==> src/rtl/io_entry_ctrl.sv <==
`timescale 1ns/1ps
`default_nettype none
// +----------------------------------------------------------------------------+
// | io_entry_ctrl : operator key/switch entry controller for the memory tester |
// | Pages address/data nibbles in from switches and issues one memory request. |
// | Revision: 1.0                                                              |
// +----------------------------------------------------------------------------+
module io_entry_ctrl #(
    parameter int ADDR_W  = 25,
    parameter int DATA_W  = 16,
    parameter int NSW     = 4,
    parameter int TIMEOUT = 1024
) (
    input  logic                clk,
    input  logic                rst_n,
    input  logic                key_mode_i,
    input  logic                key_step_i,
    input  logic [NSW-1:0]      sw_i,
    input  logic                mem_done_i,
    input  logic [DATA_W-1:0]   mem_rdata_i,
    output logic                io_req_o,
    output logic [1:0]          io_op_o,
    output logic [ADDR_W-1:0]   mem_addr_o,
    output logic [DATA_W-1:0]   mem_wdata_o,
    output logic [1:0]          mode_o,
    output logic [3:0]          stage_o,
    output logic [4*NSW-1:0]    disp_data_o,
    output logic                io_done_o,
    output logic                err_o
);

    localparam int PW    = 4 * NSW;
    localparam int AP    = (ADDR_W + PW - 1) / PW;
    localparam int DP    = (DATA_W + PW - 1) / PW;
    localparam int AN    = (ADDR_W + 3) / 4;
    localparam int DN    = (DATA_W + 3) / 4;
    localparam int APW   = AP * PW;
    localparam int DPW   = DP * PW;
    localparam int CW    = $clog2(TIMEOUT);
    localparam int SYN_W = NSW + 2;

    localparam logic [1:0]    MODE_CLEAR  = 2'b00;
    localparam logic [1:0]    MODE_READ   = 2'b01;
    localparam logic [1:0]    MODE_WRITE  = 2'b10;
    localparam logic [3:0]    LAST_APG    = 4'(AP - 1);
    localparam logic [3:0]    LAST_DPG    = 4'(DP - 1);
    localparam logic [3:0]    DATA_STAGE0 = 4'(AP + 1);
    localparam logic [CW-1:0] CNT_LAST    = CW'(TIMEOUT - 1);

    typedef enum logic [2:0] {
        S_IDLE = 3'd0,
        S_ADDR = 3'd1,
        S_DATA = 3'd2,
        S_BUSY = 3'd3,
        S_SHOW = 3'd4
    } state_t;

    state_t            state_q, state_d;
    logic [3:0]        page_q, page_d;
    logic [1:0]        mode_q, mode_d;
    logic [CW-1:0]     cnt_q, cnt_d;
    logic [ADDR_W-1:0] addr_q, addr_d;
    logic [DATA_W-1:0] data_q, data_d;
    logic [DATA_W-1:0] rdata_q, rdata_d;
    logic [PW-1:0]     disp_q, disp_d;
    logic              io_req_q, io_done_q, io_done_d, err_q, err_d;

    logic [SYN_W-1:0]  sync1_q, sync2_q, sync3_q, rise;
    logic              mode_rise, step_rise;
    logic [NSW-1:0]    sw_rise;

    function automatic logic [1:0] next_mode(input logic [1:0] m);
        case (m)
            MODE_CLEAR: return MODE_WRITE;
            MODE_WRITE: return MODE_READ;
            default:    return MODE_CLEAR;
        endcase
    endfunction

    // Two flops resynchronise the pins; the third holds last cycle's value for rise detection.
    always_ff @(posedge clk or negedge rst_n) begin
        if (!rst_n) begin
            sync1_q <= '0;
            sync2_q <= '0;
            sync3_q <= '0;
        end else begin
            sync1_q <= {key_mode_i, key_step_i, sw_i};
            sync2_q <= sync1_q;
            sync3_q <= sync2_q;
        end
    end

    assign rise      = sync2_q & ~sync3_q;
    assign mode_rise = rise[SYN_W-1];
    assign step_rise = rise[NSW];
    assign sw_rise   = rise[NSW-1:0];

    // Each nibble wraps at its own width, so a partial top nibble rolls over early.
    for (genvar n = 0; n < AN; n++) begin : g_anib
        localparam int         LO = 4 * n;
        localparam int         NW = (ADDR_W - LO > 4) ? 4 : (ADDR_W - LO);
        localparam logic [3:0] PG = 4'(n / NSW);
        logic hit;
        assign hit = (state_q == S_ADDR) && (page_q == PG) && sw_rise[n % NSW];
        assign addr_d[LO +: NW] = addr_q[LO +: NW] + NW'(hit);
    end

    for (genvar n = 0; n < DN; n++) begin : g_dnib
        localparam int         LO = 4 * n;
        localparam int         NW = (DATA_W - LO > 4) ? 4 : (DATA_W - LO);
        localparam logic [3:0] PG = 4'(n / NSW);
        logic hit;
        assign hit = (state_q == S_DATA) && (page_q == PG) && sw_rise[n % NSW];
        assign data_d[LO +: NW] = data_q[LO +: NW] + NW'(hit);
    end

    always_comb begin
        state_d   = state_q;
        page_d    = page_q;
        mode_d    = mode_q;
        cnt_d     = cnt_q;
        err_d     = err_q;
        rdata_d   = rdata_q;
        io_done_d = 1'b0;
        case (state_q)
            S_IDLE: begin
                if (mode_rise) begin
                    mode_d = next_mode(mode_q);
                end else if (step_rise) begin
                    err_d   = 1'b0;
                    page_d  = 4'd0;
                    cnt_d   = '0;
                    state_d = (mode_q == MODE_CLEAR) ? S_BUSY : S_ADDR;
                end
            end
            S_ADDR: begin
                if (mode_rise) begin
                    state_d = S_IDLE;
                end else if (step_rise) begin
                    if (page_q == LAST_APG) begin
                        page_d  = 4'd0;
                        cnt_d   = '0;
                        state_d = (mode_q == MODE_WRITE) ? S_DATA : S_BUSY;
                    end else begin
                        page_d = page_q + 4'd1;
                    end
                end
            end
            S_DATA: begin
                if (mode_rise) begin
                    state_d = S_IDLE;
                end else if (step_rise) begin
                    if (page_q == LAST_DPG) begin
                        page_d  = 4'd0;
                        cnt_d   = '0;
                        state_d = S_BUSY;
                    end else begin
                        page_d = page_q + 4'd1;
                    end
                end
            end
            S_BUSY: begin
                if (mem_done_i) begin
                    io_done_d = 1'b1;
                    if (mode_q == MODE_READ) begin
                        rdata_d = mem_rdata_i;
                        state_d = S_SHOW;
                    end else begin
                        state_d = S_IDLE;
                    end
                end else if (cnt_q == CNT_LAST) begin
                    err_d   = 1'b1;
                    state_d = S_IDLE;
                end else begin
                    cnt_d = cnt_q + CW'(1);
                end
            end
            S_SHOW: begin
                if (mode_rise) begin
                    mode_d  = next_mode(mode_q);
                    state_d = S_IDLE;
                end else if (step_rise) begin
                    state_d = S_IDLE;
                end
            end
            default: state_d = S_IDLE;
        endcase
    end

    // Display follows the post-edge state so it changes on the same clock as the FSM.
    logic [APW-1:0] addr_pad;
    logic [DPW-1:0] data_pad;
    logic [PW-1:0]  addr_page, data_page;

    assign addr_pad = APW'(addr_d);
    assign data_pad = DPW'(data_d);

    always_comb begin
        addr_page = '0;
        data_page = '0;
        for (int k = 0; k < AP; k++) begin
            if (page_d == 4'(k)) addr_page = addr_pad[k*PW +: PW];
        end
        for (int k = 0; k < DP; k++) begin
            if (page_d == 4'(k)) data_page = data_pad[k*PW +: PW];
        end
        case (state_d)
            S_IDLE:  disp_d = '0;
            S_ADDR:  disp_d = addr_page;
            S_DATA:  disp_d = data_page;
            S_SHOW:  disp_d = PW'(rdata_d);
            default: disp_d = disp_q;
        endcase
    end

    always_ff @(posedge clk or negedge rst_n) begin
        if (!rst_n) begin
            state_q   <= S_IDLE;
            page_q    <= 4'd0;
            mode_q    <= MODE_CLEAR;
            cnt_q     <= '0;
            addr_q    <= '0;
            data_q    <= '0;
            rdata_q   <= '0;
            disp_q    <= '0;
            io_req_q  <= 1'b0;
            io_done_q <= 1'b0;
            err_q     <= 1'b0;
        end else begin
            state_q   <= state_d;
            page_q    <= page_d;
            mode_q    <= mode_d;
            cnt_q     <= cnt_d;
            addr_q    <= addr_d;
            data_q    <= data_d;
            rdata_q   <= rdata_d;
            disp_q    <= disp_d;
            io_req_q  <= (state_d == S_BUSY);
            io_done_q <= io_done_d;
            err_q     <= err_d;
        end
    end

    always_comb begin
        stage_o = 4'd0;
        case (state_q)
            S_ADDR:  stage_o = 4'd1 + page_q;
            S_DATA:  stage_o = DATA_STAGE0 + page_q;
            S_BUSY:  stage_o = 4'hE;
            S_SHOW:  stage_o = 4'hF;
            default: stage_o = 4'd0;
        endcase
    end

    assign io_req_o    = io_req_q;
    assign io_op_o     = mode_q;
    assign mem_addr_o  = addr_q;
    assign mem_wdata_o = data_q;
    assign mode_o      = mode_q;
    assign disp_data_o = disp_q;
    assign io_done_o   = io_done_q;
    assign err_o       = err_q;

endmodule
`default_nettype wire

==> config.mk <==
export PLATFORM = sky130hd
export DESIGN_NAME = io_entry_ctrl
export DESIGN_NICKNAME = d
export VERILOG_FILES = /design/src/rtl/io_entry_ctrl.sv
export SDC_FILE = /design/constraint.sdc
export NUM_CORES = 1
export LEC_CHECK = 0
export CAP_MARGIN = 0
export CELL_PAD_IN_SITES_DETAIL_PLACEMENT = 0
export CELL_PAD_IN_SITES_GLOBAL_PLACEMENT = 1
export CORE_ASPECT_RATIO = 1.5
export CORE_MARGIN = 4
export CORE_UTILIZATION = 45
export CTS_BUF_LIST = sky130_fd_sc_hd__clkbuf_16
export DETAILED_ROUTE_END_ITERATION = 16
export PLACE_DENSITY_LB_ADDON = 0.1
export SLEW_MARGIN = 40
export SYNTH_ARGS = -nofsm -noshare
export SYNTH_HDL_FRONTEND = slang
export SYNTH_SLANG_ARGS = --single-unit
export TNS_END_PERCENT = 1
==> constraint.sdc <==
create_clock -name clk -period 5.5 [get_ports clk]
set_input_delay 1.1 -clock clk [delete_from_list [all_inputs] [get_ports clk]]
set_output_delay 1.1 -clock clk [all_outputs]
set_load 0.1 [all_outputs]
# Word level (Yosys, flattened, before mapping)
# Index checks and enable logic that the tools add are counted.
[classes] n_eq_ne=24 addsub=14 n_reduce_logical=26 muxes=52 bitwise=2
[ops] cell="$mux W10" n=10
[ops] cell="$mux W16" n=6
[ops] cell="$pmux W16 S4" n=1
[ops] cell="$add A4 B1 Y4" n=10
[ops] cell="$pmux W10 S4" n=1
[ops] cell="$mux W3" n=13
[ops] cell="$mux W4" n=8
[ops] cell="$ne A2 B2 Y1 const B" n=10
[ops] cell="$pmux W4 S4" n=1
[ops] cell="$pmux W3 S5" n=1
[ops] cell="$logic_and A1 B1 Y1" n=14
[ops] cell="$eq A3 B2 Y1 const B" n=4
[ops] cell="$pmux W4 S3" n=1
[ops] cell="$reduce_and A11 Y1" n=1
[ops] cell="$add A10 B1 Y10 const B" n=1
[ops] cell="$eq A10 B10 Y1 const B" n=1
[ops] cell="$eq A4 B1 Y1 const B" n=2
[ops] cell="$logic_not A4 Y1" n=2
[ops] cell="$reduce_bool A4 Y1" n=2
[ops] cell="$mux W1" n=7
[ops] cell="$and A6 B6 Y6" n=1
[ops] cell="$eq A3 B1 Y1 const B" n=2
[ops] cell="$eq A3 B3 Y1 const B" n=2
[ops] cell="$logic_not A3 Y1" n=2
[ops] cell="15 further kinds" n=15
[totals] word_cells=132 out_inout_bits=68 regBits=113 inputBits=25

# Logic depth before layout (Yosys ltp)
# Gate-level depths: netlist (run 1).
[depth] ltp_word=9 ltp_mapped=11 ltp_nobuf=11

# Worst setup path before layout (run 1)
# Ideal clock, no wire load.
[synth_timing] path_kind="reg-to-output" start="register page_q[0]" end="output port stage_o[2]" required_time_ps=4400 arrival_ps=3059 slack_ps=1341 stages_incl_launch_ff=6 path_cell_list="dfrtp_1 -> inv_1 -> ha_1 -> o21ai_0 -> a222oi_1 -> o21ai_0"
[synth_via] elab_chain_len=2 word_cells_on_any_way=3 cone_classes="add/sub (2); mux (1)"
[synth_lines] element="start, declared" line_no="59" text="logic [3:0] page_q, page_d;"
[synth_lines] element="start signal, assigned" line_no="231" text="page_q <= page_d;"
[synth_lines] element="$add A2 B4 Y4 / $add A1 B4 Y4 (equally long branches)" line_no="248, 247"
[synth_lines] element="$pmux W4 S4 *" line_no="246" text="case (state_q)"
[synth_lines] element="end, declared" line_no="26" text="output logic [3:0] stage_o,"
# Mark *: on every way between the ends. The rest lies on a longest branch, timed or not.

# Worst setup path after layout (run 1)
[layout_timing] start="register state_q[2]" end="output port stage_o[0]"
[layout_via] elab_chain_len=2 word_cells_on_any_way=5 cone_classes="eq/ne (4); mux (1)"
[layout_lines] element="start, declared" line_no="58" text="state_t state_q, state_d;"
[layout_lines] element="start signal, assigned" line_no="230" text="state_q <= state_d;"
[layout_lines] element="$eq A3 B3 Y1, or another cell as far along" line_no="246"
[layout_lines] element="$pmux W4 S4 *" line_no="246"
# Marks and branches as above.

==> results of run 1 <==
layout by cell type (no fill, tap or decap), types with 3 or more instances in the layout:
| cell type | count |
|---|---|
| clkbuf_16 | 17 |
| clkdlybuf4s50_1 | 23 |
| o21ai_0 | 13 |
| nor2b_1 | 5 |
| mux2i_1 | 6 |
| and3_1 | 4 |
| nand2b_1 | 9 |
| a21oi_1 | 7 |
| mux2_2 | 21 |
| o21ai_1 | 10 |
| xnor2_1 | 10 |
| bufinv_16 | 5 |
| nand4_1 | 10 |
| nor3_1 | 3 |
| buf_2 | 68 |
| ha_1 | 24 |
| o221ai_1 | 11 |
| dfrtp_1 | 113 |
| xor2_1 | 11 |
| a22oi_1 | 12 |
| nand2_1 | 37 |
| nor2_1 | 26 |
| nand3_1 | 18 |
| inv_6 | 5 |
| inv_1 | 21 |
routing by layer:
layer	vias to the layer above	track usage [%]	share of wire, %
met5	-	0	0
met4	0	6.52	1.4
met3	13	4.45	3.9
met2	109	36.3	55
met1	1892	25.4	39
li1	1760	-	-
stage by stage:
step,worst slack (ps),instance area [um2],power (mW)
4_1_cts,2200,6490,4.54
3_3_place_gp,1890,6170,3.44
5_1_grt,2070,6500,4.70
6_report,2200,6500,4.51
2_1_floorplan,1340,5160,2.90
3_5_place_dp,1810,5830,3.31
sequential cells by signal (all words and copies together) (netlist names):
register / flops
mem_addr_o: 25
disp_data_o: 16
mem_wdata_o: 16
rdata_q: 16
cnt_q: 10
sync1_q: 6
sync2_q: 6
sync3_q: 6
page_q: 4
state_q: 3
io_op_o: 2
err_o: 1
io_done_o: 1
io_req_o: 1
cell type report:
cell class	count	area [um2]	area share, %
clock inverters	15	230	3.54
clock buffers	17	425	6.55
inverters	21	78.8	1.21
repair buffers	94	597	9.18
well taps	147	184	2.83
multi-input cells	286	2160	33.2
flip-flops and latches	113	2830	43.5
power by group:
| part | total (mW) | leakage, nW | switching, mW | internal [mW] |
|---|---|---|---|---|
| Sequential | 1.23 | 1.49 | 0.178 | 1.05 |
| Combinational | 2.07 | 1.40 | 1.67 | 0.395 |
| Clock | 1.21 | 0.317 | 0.404 | 0.810 |
| Total | 4.51 | 3.20 | 2.25 | 2.25 |
worst max-delay path, stage by stage, from the launching register on:
cell and delay (ps):
dfrtp_1 570, inv_2 230, nand2_1 120, mux2_2 280
o22ai_1 140, buf_2 460
worst max path at each step:
stage	slack, ps	end	cells after the start	from
after floorplan	1340	stage_o[2]	5	page_q[0]
after global placement	1890	disp_data_o[8]	6	mem_done_i
after detailed placement	1810	disp_data_o[0]	6	mem_done_i
after CTS	2200	stage_o[0]	5	state_q[2]
after global routing	2070	stage_o[0]	5	state_q[2]
final	2200	stage_o[0]	5	state_q[2]
cells by family (layout without fill, tap and decap cells):
group	Yosys count	in the layout
fa+ha+maj	24	24
xor+xnor	21	21
compound gates	79	79
mux	28	28
simple gates	134	134
flops	113	113
buf+inv	36	147
==> flow_metrics.env, run 1 <==
export IMPL_ys_top_cells_by_count="113 x dfrtp_1, 37 x nand2_1, 26 x nor2_1"
export IMPL_hold_buffers=0
export IMPL_skew_ps=9.41
export IMPL_diodes=0
export IMPL_clock_sinks=113
export IMPL_required_ps=4400
export IMPL_cts_resized=0
export IMPL_async_reset_ff_share_pct=100
export IMPL_fp_dieW_um=95.4
export IMPL_cp_max_fo=15
export IMPL_synth_edf_count=0
export IMPL_setup_viol=0
export IMPL_vias=3774
export IMPL_nets=582
export IMPL_rsz0062_at_grt="no"
export IMPL_fillers=918
export IMPL_yosysUniqueCellTypes=66
export IMPL_timing_hold_worst_class="reg -> reg"
export IMPL_crit_arrival_ps=2200
export IMPL_netlist_top_cells_area="dfrtp_1 55%, ha_1 5.8%, mux2_2 4.6%"
export IMPL_holdPathEnd="sync2_q[2]"
export IMPL_die_height_um=139
export IMPL_post_route_period_util_pct=59.9
export IMPL_relSlewSlack_pct=46.1
export IMPL_insertion_delay_ps=410
export IMPL_whs_path_depth=0
export IMPL_start_util_pct=46.4
export IMPL_ir_worst_vdd_mv=0.398
export IMPL_wl_per_cell_um=18.7
export IMPL_worstMarginPinSlew_ps=809
export IMPL_post_cts_buffers=0
export IMPL_viasPerCell=5.45
export IMPL_area_delta_synth_final_pct=26.0
export IMPL_overflow=0
export IMPL_yosysTopAreaCellShare_pct=54.8
export IMPL_endpoint_kind="output pin"
export IMPL_grt_usage_pct=20.9
export IMPL_min_delay_start="sync1_q[2]"
export IMPL_yosysWarnings=0
export IMPL_r2r_start="state_q[1]"
export IMPL_finalNonFillerCells=693
export IMPL_dr_pass1_iters=4
export IMPL_timing_final_crit_period_ps=3300
export IMPL_cts_tree="done"
export IMPL_ios=93
export IMPL_dp_cells=661
export IMPL_fmax_mhz=303
export IMPL_synthMuxAreaShare_pct=5.97
export IMPL_synth_avg_cell_area_um2=11.9
export IMPL_grt_pass1_vias=3954
export IMPL_hold_viol=0
export IMPL_io_buffers=92
export IMPL_synthFlopType="dfrtp_1"
export IMPL_rows=47
export IMPL_antenna_found_initial=0
export IMPL_power_density_mw_per_mm2=694
export IMPL_seq_area_frac_synth_pct=54.8
export IMPL_fin_util_pct=58.5
export IMPL_synthCells=435
export IMPL_wl_um=12900
export IMPL_first_iter_violations=204
export IMPL_synthSimpleGateAreaFrac_pct=13.9
export IMPL_dp_hpwl_um=9420
export IMPL_synth_fp_nets=484
export IMPL_status="finished clean"
export IMPL_crit_type="reg -> out"
export IMPL_max_cap_violations=0
export IMPL_worstSetupStartpointType="register"
export IMPL_yosysMostFrequentCell="dfrtp_1"
export IMPL_reg2reg_depth=6
export IMPL_setup_tns_ps=0
export IMPL_drive_gt1_share_pct=26.6
export IMPL_coreArea_mm2=0.0111
export IMPL_synth_top_family_by_area="simple AND/OR/NAND/NOR gates"
export IMPL_synth_area_mm2=0.00516
export IMPL_drc=0
export IMPL_root_buffer="clkbuf_16"
export IMPL_cts_reportedPaths_clkPinSlew_ps=60
export IMPL_hold_worst_slack_ps=341
export IMPL_ys_seq_elements=113
export IMPL_synth_top_cell_by_area="dfrtp_1"
export IMPL_synth_xor_area_share_pct=3.57
export IMPL_clock_path_buffers=2
export IMPL_timing_rr_end="disp_data_o[10]"
export IMPL_synth_adder_area_share_pct=5.82
export IMPL_grt_max_degree=72
export IMPL_grt_pass1_wl_um=21000
export IMPL_synth_compound_area_share_pct=12.3
export IMPL_p_leak_nw=3.20
export IMPL_r2r_slack_ps=2490
export IMPL_cts_made_buffers=17
export IMPL_drv_slew=0
export IMPL_routabilityCongestion=0.845
export IMPL_cts_htree_levels=4
export IMPL_ant_nets=0
export IMPL_dieArea_mm2=0.0133
Note: power is estimated with default switching activity, not from simulation.
==> run 2, diff against run 1 <==
Settings changed: CORE_UTILIZATION 45 to 42.
Clock period 5.5 ns to 3.2 ns, I/O delays scaled along.
==> run 2 against run 1 <==
Worst hold slack got worse by 140 ps. Largest cell class unchanged. Utilization shrank 2.9 points. Clock power increased by 52%. Sequential share of layout area decreased by 1.2 points. Critical endpoint is now disp_data_o[4]. Critical path type is now reg -> reg. Sequential power up 71%. Final area is 2.8% higher.
==> flow_metrics.env, run 2 (synthesis results as in run 1) <==
export IMPL_fp_dieW_um=98.5
export IMPL_setup_viol=0
export IMPL_relSlewSlack_pct=59.7
export IMPL_reg2reg_depth=8
export IMPL_hold_buffers=0
export IMPL_r2r_start="page_q[1]"
export IMPL_cp_max_fo=9
export IMPL_crit_arrival_ps=3100
export IMPL_worstMarginPinSlew_ps=604
export IMPL_fmax_mhz=357
export IMPL_overflow=0
export IMPL_final_common_cell="dfrtp_1"
export IMPL_area_delta_synth_final_pct=29.5
export IMPL_io_buffers=92
export IMPL_antenna_found_initial=0
export IMPL_clock_sinks=113
export IMPL_timing_hold_worst_class="in -> async"
export IMPL_ios=93
export IMPL_nets=593
export IMPL_dp_slack_ps=416
export IMPL_hold_viol=0
export IMPL_insertion_delay_ps=400
export IMPL_clock_path_buffers=2
export IMPL_die_height_um=144
export IMPL_required_ps=3500
export IMPL_start_util_pct=42.9
export IMPL_cts_reportedPaths_clkPinSlew_ps=50
export IMPL_grt_usage_pct=20.0
export IMPL_cts_made_buffers=17
export IMPL_dp_hpwl_um=9910
export IMPL_setup_ws_ps=400
export IMPL_crit_type="reg -> reg"
export IMPL_cts_tree="done"
export IMPL_largest_reg_flops=25
export IMPL_diodes=0
export IMPL_grt_pass1_wl_um=21600
export IMPL_skew_ps=12.0
export IMPL_p_leak_nw=3.24
export IMPL_hold_worst_slack_ps=200
export IMPL_timing_rr_end="disp_data_o[4]"
export IMPL_dieArea_mm2=0.0142
export IMPL_fin_util_pct=55.6
export IMPL_post_route_period_util_pct=87.5
export IMPL_rows=49
export IMPL_power_density_mw_per_mm2=1160
export IMPL_status="finished clean"
export IMPL_vias=3811
export IMPL_crit_path_start="page_q[1]"
export IMPL_ant_nets=0
export IMPL_ir_worst_vdd_mv=0.777
export IMPL_r2r_slack_ps=400
export IMPL_cts_htree_levels=4
export IMPL_coreArea_mm2=0.0120
export IMPL_drv_slew=0
export IMPL_drive_gt1_share_pct=27.3
export IMPL_drc=0
export IMPL_finalNonFillerCells=709
export IMPL_wl_per_cell_um=18.9
export IMPL_most_common_layout_cells="113 x dfrtp_1, 81 x buf_4, 37 x nand2_1, 26 x nor2_1, 24 x ha_1"
export IMPL_rsz0062_at_grt="no"
export IMPL_grt_pass1_vias=4078
export IMPL_timing_final_crit_period_ps=2800
export IMPL_wl_um=13400
export IMPL_cts_resized=0
export IMPL_root_buffer="clkbuf_16"
export IMPL_first_iter_violations=139
export IMPL_dr_pass1_iters=4
export IMPL_endpoint_kind="register"
export IMPL_routabilityCongestion=0.890
export IMPL_dp_cells=678
export IMPL_worstSetupStartpointType="register"
export IMPL_grt_max_degree=54
export IMPL_viasPerCell=5.38
export IMPL_post_cts_buffers=0
export IMPL_max_cap_violations=0
## run 2: area by class of cell
cell class                      count  area [um2]
Fill cell                        1091        5340
Clock inverter                     14         150
Timing Repair Buffer              105         858
Tap cell                          153         191
Sequential cell                   113        2830
Inverter                           21        78.8
Multi-Input combinational cell    286        2150
Clock buffer                       17         425
## run 2: power breakdown
part	switching [mW]	internal, mW
registers	0.290	1.80
clock network	0.637	1.20
logic	2.91	0.882
## run 2: worst max-delay path by stage
stage / endpoint / slack, ps / depth (start not counted)
2_1_floorplan: stage_o[1] / -490 / 4
3_3_place_gp: disp_data_o[10] / 450 / 7
3_5_place_dp: disp_data_o[9] / 420 / 8
4_1_cts: disp_data_o[8] / 410 / 8
5_1_grt: disp_data_o[14] / 110 / 8
6_report: disp_data_o[4] / 400 / 8
## run 2: metrics by stage
step,power [mW],setup TNS [ps],instance area [um2]
5_1_grt,8.08,0,6680
4_1_cts,7.81,0,6680
3_5_place_dp,5.93,0,6100
2_1_floorplan,4.99,-493,5160
3_3_place_gp,5.91,0,6100
6_report,7.73,0,6680
## run 2: metal layers
| metal | GRT usage, % | vias to the layer above | part of all wire (%) |
|---|---|---|---|
| met4 | 7.63 | 0 | 2.3 |
| met5 | 0 | - | 0 |
| li1 | - | 1785 | - |
| met3 | 5.49 | 24 | 4.5 |
| met2 | 35.7 | 104 | 54 |
| met1 | 22.7 | 1898 | 39 |
## run 2: critical path, cell delays in order, from the launching register on
cell       delay, ps
dfrtp_1          440
inv_1            110
ha_1             230
nor3b_1          390
o21ai_0          180
a2111oi_2        450
o32a_2           320
nand3_2          280
o221ai_1         300
==> run 3, diff against run 2 <==
Settings changed: CTS_CLUSTER_SIZE from default to 20.
==> results of run 3 <==
The final DEF is identical to that of run 2; final timing and power are the same.
